<file path="src/rtl/unsigned_calc_pkg.sv">
// Shared definitions for the unsigned calculator datapath and its solver.
//   W_IN / W_OUT     : operand width and result/target width
//   CAND_MAX         : largest value an operand takes during the sweep
//   COEF_A/B/C       : coefficients of F = 7X - 3Y + 6Z
//   state_t          : solver FSM states
package unsigned_calc_pkg;

    localparam int W_IN  = 4;
    localparam int W_OUT = 8;

    localparam logic [3:0] CAND_MAX = 4'd15;

    localparam int COEF_A = 7;
    localparam int COEF_B = 3;
    localparam int COEF_C = 6;

    typedef enum logic {
        IDLE   = 1'b0,
        SEARCH = 1'b1
    } state_t;

endpackage

</file>
<file path="src/rtl/unsigned_calc_v.sv">
// Combinational evaluator: o_fu = 7*X - 3*Y + 6*Z, wrapped to W_OUT bits
// (two's complement).
//   i_au : X, unsigned W_IN bits
//   i_bu : Y, unsigned W_IN bits
//   i_cu : Z, unsigned W_IN bits
//   o_fu : result, W_OUT bits, signed interpretation
module unsigned_calc_v
    import unsigned_calc_pkg::*;
#(
    parameter int W_IN  = unsigned_calc_pkg::W_IN,
    parameter int W_OUT = unsigned_calc_pkg::W_OUT
) (
    input  logic [W_IN-1:0]  i_au,
    input  logic [W_IN-1:0]  i_bu,
    input  logic [W_IN-1:0]  i_cu,
    output logic [W_OUT-1:0] o_fu
);

    localparam logic signed [W_OUT-1:0] KA = W_OUT'(COEF_A);
    localparam logic signed [W_OUT-1:0] KB = W_OUT'(COEF_B);
    localparam logic signed [W_OUT-1:0] KC = W_OUT'(COEF_C);

    logic signed [W_OUT-1:0] a_s;
    logic signed [W_OUT-1:0] b_s;
    logic signed [W_OUT-1:0] c_s;
    logic signed [W_OUT-1:0] f_s;

    // Operands are zero-extended so they stay non-negative in signed math;
    // the W_OUT-bit product/sum wraps exactly like the hardware result.
    assign a_s = signed'({{(W_OUT-W_IN){1'b0}}, i_au});
    assign b_s = signed'({{(W_OUT-W_IN){1'b0}}, i_bu});
    assign c_s = signed'({{(W_OUT-W_IN){1'b0}}, i_cu});

    assign f_s  = (a_s * KA) - (b_s * KB) + (c_s * KC);
    assign o_fu = f_s;

endmodule

</file>
<file path="src/rtl/unsigned_calc_solver_v.sv">
// Sequential inverse of unsigned_calc_v. Given a target F it sweeps every
// (X, Y, Z) candidate, one per clock, and reports the first one whose
// wrapped 8-bit result equals F.
//   i_clk   : clock
//   i_rst_n : synchronous active-low reset
//   i_start : search request, accepted only in IDLE
//   i_fu    : target F, latched on an accepted start
//   o_busy  : high while searching
//   o_done  : one-cycle pulse when a search finishes
//   o_found : 1 = match found, 0 = no solution (valid from o_done on)
//   o_au    : X of the first match (0 if none)
//   o_bu    : Y of the first match (0 if none)
//   o_cu    : Z of the first match (0 if none)
module unsigned_calc_solver_v
    import unsigned_calc_pkg::*;
#(
    parameter int W_IN  = unsigned_calc_pkg::W_IN,
    parameter int W_OUT = unsigned_calc_pkg::W_OUT
) (
    input  logic             i_clk,
    input  logic             i_rst_n,
    input  logic             i_start,
    input  logic [W_OUT-1:0] i_fu,
    output logic             o_busy,
    output logic             o_done,
    output logic             o_found,
    output logic [W_IN-1:0]  o_au,
    output logic [W_IN-1:0]  o_bu,
    output logic [W_IN-1:0]  o_cu
);

    localparam int CNT_W = 3 * W_IN;

    state_t             state_q;
    logic [CNT_W-1:0]   cnt_q;
    logic [W_OUT-1:0]   target_q;

    logic [W_IN-1:0]    x_q;
    logic [W_IN-1:0]    y_q;
    logic [W_IN-1:0]    z_q;
    logic [W_OUT-1:0]   calc_fu;
    logic               match;
    logic               last_cand;

    // One flat counter gives the Z-fastest, then Y, then X order for free:
    // index k = {X, Y, Z}, and the carries fall out of the increment.
    assign x_q = cnt_q[CNT_W-1      -: W_IN];
    assign y_q = cnt_q[2*W_IN-1     -: W_IN];
    assign z_q = cnt_q[W_IN-1       -: W_IN];

    unsigned_calc_v #(
        .W_IN  (W_IN),
        .W_OUT (W_OUT)
    ) u_calc (
        .i_au (x_q),
        .i_bu (y_q),
        .i_cu (z_q),
        .o_fu (calc_fu)
    );

    assign match     = (calc_fu == target_q);
    assign last_cand = &cnt_q;
    assign o_busy    = (state_q == SEARCH);

    always_ff @(posedge i_clk) begin
        if (!i_rst_n) begin
            state_q  <= IDLE;
            cnt_q    <= '0;
            target_q <= '0;
            o_done   <= 1'b0;
            o_found  <= 1'b0;
            o_au     <= '0;
            o_bu     <= '0;
            o_cu     <= '0;
        end else begin
            o_done <= 1'b0;
            case (state_q)
                IDLE: begin
                    if (i_start) begin
                        target_q <= i_fu;
                        cnt_q    <= '0;
                        o_found  <= 1'b0;
                        o_au     <= '0;
                        o_bu     <= '0;
                        o_cu     <= '0;
                        state_q  <= SEARCH;
                    end
                end
                SEARCH: begin
                    if (match) begin
                        o_au    <= x_q;
                        o_bu    <= y_q;
                        o_cu    <= z_q;
                        o_found <= 1'b1;
                        o_done  <= 1'b1;
                        state_q <= IDLE;
                    end else if (last_cand) begin
                        // Whole space exhausted: target is unreachable.
                        o_au    <= '0;
                        o_bu    <= '0;
                        o_cu    <= '0;
                        o_found <= 1'b0;
                        o_done  <= 1'b1;
                        state_q <= IDLE;
                    end else begin
                        cnt_q <= cnt_q + 1'b1;
                    end
                end
                default: state_q <= IDLE;
            endcase
        end
    end

endmodule

</file>
<file path="config.mk">
export PLATFORM = sky130hd
export DESIGN_NAME = unsigned_calc_solver_v
export DESIGN_NICKNAME = d
export VERILOG_FILES = /design/src/rtl/unsigned_calc_pkg.sv /design/src/rtl/unsigned_calc_v.sv /design/src/rtl/unsigned_calc_solver_v.sv
export SDC_FILE = /design/constraint.sdc
export NUM_CORES = 1
export LEC_CHECK = 0
export ABC_AREA = 1
export BUFFER_PORTS_ARGS = -buffer_cell sky130_fd_sc_hd__buf_4
export CAP_MARGIN = 15
export CORE_MARGIN = 2
export CORE_UTILIZATION = 25
export DETAILED_ROUTE_END_ITERATION = 16
export SLEW_MARGIN = 20
export SYNTH_ARGS = -nofsm -noshare
export SYNTH_HDL_FRONTEND = slang
export SYNTH_SLANG_ARGS = --single-unit
</file>
<file path="constraint.sdc">
create_clock -name i_clk -period 3.9 [get_ports i_clk]
set_input_delay 0.39 -clock i_clk [delete_from_list [all_inputs] [get_ports i_clk]]
set_output_delay 0.39 -clock i_clk [all_outputs]
set_load 0.05 [all_outputs]
</file>
==> impl_metrics.json, run 1 <==
{
  "cts_root_buffer": "clkbuf_8",
  "cpPeakStageDelay_ps": 530,
  "clock-sinks": 35,
  "power.density_nw_per_um2": 298,
  "status": "finished, final reports clean",
  "cts_buffers": 5,
  "synth_most_common_cell": "nand2_1",
  "rr_startpoint": "cnt_q[9]",
  "ys_warn_count": 0,
  "core_um2": 10400,
  "peakVddDrop_mv": 0.173,
  "ys_seq_elements": 35,
  "p_leak_nw": 1.52,
  "antennaDiodeCount": 0,
  "die_y_um": 107,
  "wl_per_cell_um": 12.3,
  "antenna_left": 0,
  "worst_setup_path_end_kind": "register",
  "grt_pass1_vias": 2344,
  "grt_start_max_net_pins": 26,
  "fin_nets": 451,
  "htree_levels": 2,
  "synth_ff_type": "dfxtp_1",
  "period_minus_slack_ps": 3780,
  "vias_per_cell": 4.37,
  "min_period_over_period_pct": 96.8,
  "netlist_area_um2": 2680,
  "io_pins": 26,
  "area_delta_synth_final_pct": 29.0,
  "vias": 2364,
  "track_usage_pct": 12.1,
  "r2r_cells": 22,
  "dp.final_hpwl_mm": 5.14,
  "fill_cells": 1148,
  "cts_tree": "yes",
  "die_width_um": 107,
  "rows": 37,
  "ys_async_sr_fraction_pct": 0,
  "drive_gt1_share_pct": 29.1,
  "cp.arrival_ps": 4000,
  "clk_latency_ps": 300,
  "drt-initial-drc-count": 79,
  "synth_nets": 408,
  "finalWorstSetupSlack_ps": 124,
  "drv_cap": 0,
  "min_path_cells": 3,
  "yosysSeqAreaShare_pct": 26.2,
  "critPathSlowestCell": "fa_1",
  "setup_viol": 0,
  "r2r-end": "cnt_q[2]",
  "path_cells": "inv_2 -> fa_1 -> inv_1 -> ha_2 -> inv_2 -> fa_2 -> fa_1 -> inv_2 -> ha_4 -> nand2_1 -> nand2_2 -> inv_1 -> nand2_1 -> nand2_1 -> nand2_2 -> nand2_2 -> nor2_4 -> nand2_4 -> nand3_4 -> buf_8 -> nand3_1 -> a21oi_2",
  "drt-pass1-iter-count": 4,
  "max_freq_mhz": 265,
  "yosys.area.top_type": "dfxtp_1",
  "antenna_found_initial": 0,
  "critPathLaunchType": "register",
  "tightestPinTransition_ps": 949,
  "holdWs_ps": 309,
  "start_util_pct": 25.8,
  "setup.worst_path.class": "reg2reg",
  "whs_endpoint": "target_q[7]",
  "maxSlewViolCount": 0,
  "route.detailed.drc": 0,
  "cp_top_family": "adder cells",
  "worstPathMaxFanout": 7,
  "pre_cts_slack_ps": -116,
  "cts_hold_buf": 0,
  "place.gp.congestion": 0.859,
  "synth_cells": 361,
  "die-area_um2": 11500,
  "final_cell_count_no_fill": 541,
  "rsz0062_at_grt": "true",
  "clk_pin_slew_ps": 80,
  "fin_skew_ps": 3.31,
  "tns_ps": 0,
  "total_power_mw": 1.03,
  "synth_enable_flop_cells": 0,
  "synth.area.top_cells": "dfxtp_1 (26%), ha_1 (11%), nand2_1 (10%), fa_1 (9.0%), inv_1 (7.3%)",
  "min_path_type": "in2reg",
  "hp-start": "i_fu[7]",
  "slew_headroom_pct": 36.6,
  "grt_remaining_overflow": 0,
  "cts_buffer_depth": 2,
  "synth.distinct_cells": 31,
  "synth_common_cells": "nand2_1 (74), inv_1 (52), nor2_1 (47)",
  "r2r_setup_slack_ps": 120,
  "grt_pass1_wl_mm": 11.1,
  "dp.cells": 532,
  "io_buffers": 25,
  "synth_top_area_share_pct": 26.2,
  "wl_mm": 6.66,
  "worstPathBufferInverterCount": 6,
  "crit_required_ps": 4130,
  "avgSynthCellArea_um2": 7.41,
  "final_hold_viol_count": 0
}
## power breakdown
group | switching, mW | internal (mW) | leakage (nW)
sequential | 0.00822 | 0.367 | 0.285
clock | 0.150 | 0.190 | 0.0581
combinational | 0.193 | 0.120 | 1.18
total | 0.351 | 0.678 | 1.52
## sequential cells by signal, summed over array words and instances (netlist names)
name and flops:
cnt_q 12, target_q 8, o_au 4, o_bu 4
o_cu 4, o_busy 1, o_done 1, o_found 1
## cells by family (layout without fill, tap and decap cells)
kind of cell | count (synthesis) | after routing | share of synthesized area, %
compound gates | 44 | 44 | 9.63
buf+inv | 64 | 108 | 9.77
flops | 35 | 35 | 26.2
simple gates | 164 | 164 | 28.3
fa+ha+maj | 36 | 36 | 20.2
xor+xnor | 18 | 18 | 5.89
## worst min-delay path: cells and delay by family
family	cells	cell delay, ps
simple gates	2	110
buf+inv	1	80
## through the flow
stage | cell area (um2) | utilization (%)
4_1_cts | 3340 | 32.2
3_3_place_gp | 3140 | 30.3
2_1_floorplan | 2680 | -
6_report | 3450 | 33.3
3_5_place_dp | 3140 | 30.3
5_1_grt | 3450 | 33.3
## cell type report
class | instances | area, um2 | area share, %
Multi-Input combinational cell | 262 | 1890 | 54.8
Sequential cell | 35 | 703 | 20.4
Timing Repair Buffer | 47 | 377 | 10.9
Inverter | 53 | 199 | 5.76
Tap cell | 136 | 170 | 4.93
Clock buffer | 5 | 68.8 | 1.99
Clock inverter | 3 | 43.8 | 1.27
## per-layer routing
layer  GRT usage, %  wire length, um
met3           1.76              190
met1           15.1             3000
met5              0                0
met2           21.4             3370
met4           3.85               99
## worst max path at each step
stage | from | endpoint | slack, ps | cells past startpoint
4_1_cts | cnt_q[8] | cnt_q[8] | 3 | 22
2_1_floorplan | cnt_q[10] | o_au[3] | 10 | 22
6_report | cnt_q[9] | cnt_q[2] | 120 | 22
5_1_grt | cnt_q[9] | cnt_q[8] | -40 | 22
3_3_place_gp | cnt_q[9] | cnt_q[8] | -20 | 21
3_5_place_dp | cnt_q[9] | cnt_q[2] | -120 | 21
## layout by cell type, fill, tap and decap left out, types with 2 or more instances in the layout
master	count
inv_1	42
clkbuf_8	5
nor3_1	3
ha_1	20
xnor2_1	7
ha_4	3
nor2_4	2
buf_4	44
fa_1	11
nand3_4	3
nand3b_1	5
a211oi_1	2
xor2_1	9
inv_2	11
nand4_1	4
a21oi_1	22
nand2_4	4
nand3_2	11
nand3_1	8
nand2_1	63
dfxtp_2	2
a21oi_2	9
nand2_2	10
o21ai_0	8
dfxtp_1	33
nor2_1	47
## timing repair
action	CTS	global route
setup buffers	2	0
pin swaps	11	23
endpoints found under the setup margin	25	27
gates resized for setup	17	34
No activity file was read; power rests on OpenSTA's default activity.
==> inputs of run 2 (changes only) <==
- CORE_UTILIZATION: 25 -> 54
- PLACE_DENSITY: unset -> 0.77
==> run 2 against run 1 <==
  * The flow now finishes with violations (negative setup slack)
  * Core utilization grew 36 points
  * Hold slack gained 14 ps
  * Sequential cell count is the same
  * Sequential power grew 1%
  * Power shrank 6.4%
  * Non-clock buffer count shrank 3
  * Clock power shrank 23%
  * Cell count shrank 13%
  * Count of clock-buffer cells in the layout grew 1
  * First-iteration DRC count grew 110%
  * Sequential share of layout area grew 1.1 points
  * Critical endpoint is now cnt_q[3]
==> impl_metrics.json, run 2 (same netlist as run 1, synthesis figures left out) <==
{
  "status": "finished, violations left",
  "failed_checks": "negative setup slack",
  "largest_register_ffs": 12,
  "setup.worst_path.class": "reg2reg",
  "power.density_nw_per_um2": 292,
  "max_freq_mhz": 255,
  "die_y_um": 74.4,
  "slew_headroom_pct": 40.1,
  "cp.arrival_ps": 4130,
  "worst_setup_path_end_kind": "register",
  "crit_end": "cnt_q[3]",
  "clk_latency_ps": 290,
  "peakVddDrop_mv": 0.223,
  "track_usage_pct": 25.6,
  "antennaDiodeCount": 0,
  "dp.final_hpwl_mm": 4.70,
  "r2r_setup_slack_ps": -20,
  "clk_pin_slew_ps": 80,
  "period_minus_slack_ps": 3920,
  "min_period_over_period_pct": 100,
  "final_hold_viol_count": 0,
  "critPathLaunchType": "register",
  "crit_required_ps": 4110,
  "fin_skew_ps": 10.6,
  "worstPathMaxFanout": 6,
  "min_path_type": "in2reg",
  "hp-start": "i_fu[6]",
  "io_buffers": 25,
  "route.detailed.drc": 0,
  "drv_cap": 0,
  "cts_buffers": 5,
  "cts_tree": "yes",
  "place.gp.congestion": 0.885,
  "rsz0062_at_grt": "true",
  "regMostFlops": "cnt_q",
  "drt-pass1-iter-count": 4,
  "vias": 2412,
  "final_cell_mix": "nand2_1 (64), nor2_1 (45), inv_1 (43)",
  "grt_start_max_net_pins": 26,
  "die-area_um2": 5540,
  "antenna_left": 0,
  "drive_gt1_share_pct": 28.1,
  "grt_pass1_wl_mm": 10.9,
  "r2r_cells": 20,
  "core_um2": 4750,
  "start_util_pct": 56.3,
  "final_common_cell": "nand2_1",
  "finalWorstSetupSlack_ps": -17.1,
  "wl_mm": 6.46,
  "rr_startpoint": "cnt_q[9]",
  "area_delta_synth_final_pct": 23.1,
  "io_pins": 26,
  "r2r-end": "cnt_q[3]",
  "grt_pass1_vias": 2374,
  "fin_nets": 448,
  "cts_buffer_depth": 2,
  "cts_hold_buf": 0,
  "clock-sinks": 35,
  "crit_start": "cnt_q[9]",
  "tightestPinTransition_ps": 897,
  "rows": 25,
  "maxSlewViolCount": 0,
  "setup_viol": 2,
  "antenna_found_initial": 0,
  "p_leak_nw": 1.47,
  "wl_per_cell_um": 13.8,
  "cts_root_buffer": "clkbuf_8",
  "total_power_mw": 0.963,
  "htree_levels": 2,
  "drt-initial-drc-count": 167,
  "vias_per_cell": 5.14,
  "grt_remaining_overflow": 0,
  "top_regs": "cnt_q x12, target_q x8",
  "die_width_um": 74.4,
  "final_core_util_pct": 69.3
}
-- run 2: cell count changes in the layout (fill, tap and decap cells not counted), moves of 2 or more --
cell | before | now
buf_6 | 1 | 3
nor2_2 | 1 | 4
buf_4 | 44 | 41
nor2_1 | 47 | 45
inv_2 | 11 | 9
-- run 2: cell type report --
| cell class | count | area (um2) |
|---|---|---|
| clock buffer | 6 | 72.6 |
| clock inverter | 2 | 12.5 |
| fill | 397 | 1460 |
| inverter | 53 | 201 |
| multi-input combinational | 262 | 1880 |
| sequential | 35 | 707 |
| tap | 67 | 83.8 |
| timing repair buffer | 44 | 342 |
-- run 2: metal layers --
layer  share of wire (%)  global-route usage, %  vias to the layer above
met4                 2.2                   7.14                        0
met5                   0                      0                        -
li1                    -                      -                     1216
met1                  44                   34.6                     1109
met2                  48                   41.2                       74
met3                 5.9                   5.83                       13
-- run 2: through the flow --
| stage | cells | TNS, ps | setup slack [ps] | area (um2) | hold WS, ps |
|---|---|---|---|---|---|
| after CTS | 467 | 0 | 17.4 | 3150 | 317 |
| after floorplan | 361 | 0 | 10.4 | 2680 | 474 |
| after global routing | 469 | -2760 | -147 | 3290 | 330 |
| after detailed placement | 458 | -2870 | -151 | 3010 | 455 |
| final | 469 | -17.6 | -17.1 | 3290 | 323 |
| after global placement | 458 | -147 | -23.4 | 3010 | 452 |
-- run 2: where the power goes --
group          switching [mW]  leakage [nW]  internal (mW)
logic                   0.197          1.14          0.124
registers              0.0135         0.286          0.367
clock network           0.136        0.0412          0.125
-- run 2: critical path, cell delays in order, from the launching register on --
cell	delay [ps]
dfxtp_4	390
inv_4	40
fa_1	480
inv_1	80
ha_2	180
inv_2	40
fa_2	410
xor2_2	160
fa_1	510
inv_2	50
ha_4	220
xnor2_1	230
nand3_1	130
nand2_2	100
nand2_1	100
nor2_4	140
nand2_4	70
nand3_4	140
buf_6	170
nand3_2	70
a21oi_2	140
-- run 2: how the worst min path moves through the flow --
stage,endpoint,slack [ps],cells after the start
after detailed placement,o_au[0],460,2
final,target_q[6],320,3
after floorplan,cnt_q[0],470,1
after global routing,target_q[0],330,3
after CTS,target_q[6],320,3
after global placement,o_au[2],450,2
-- run 2: repair_timing --
action,4_1_cts,5_1_grt
pin swaps,3,22
endpoints found under the hold margin,0,0
endpoints found under the setup margin,26,27
setup buffers,1,2
resized for setup,10,41
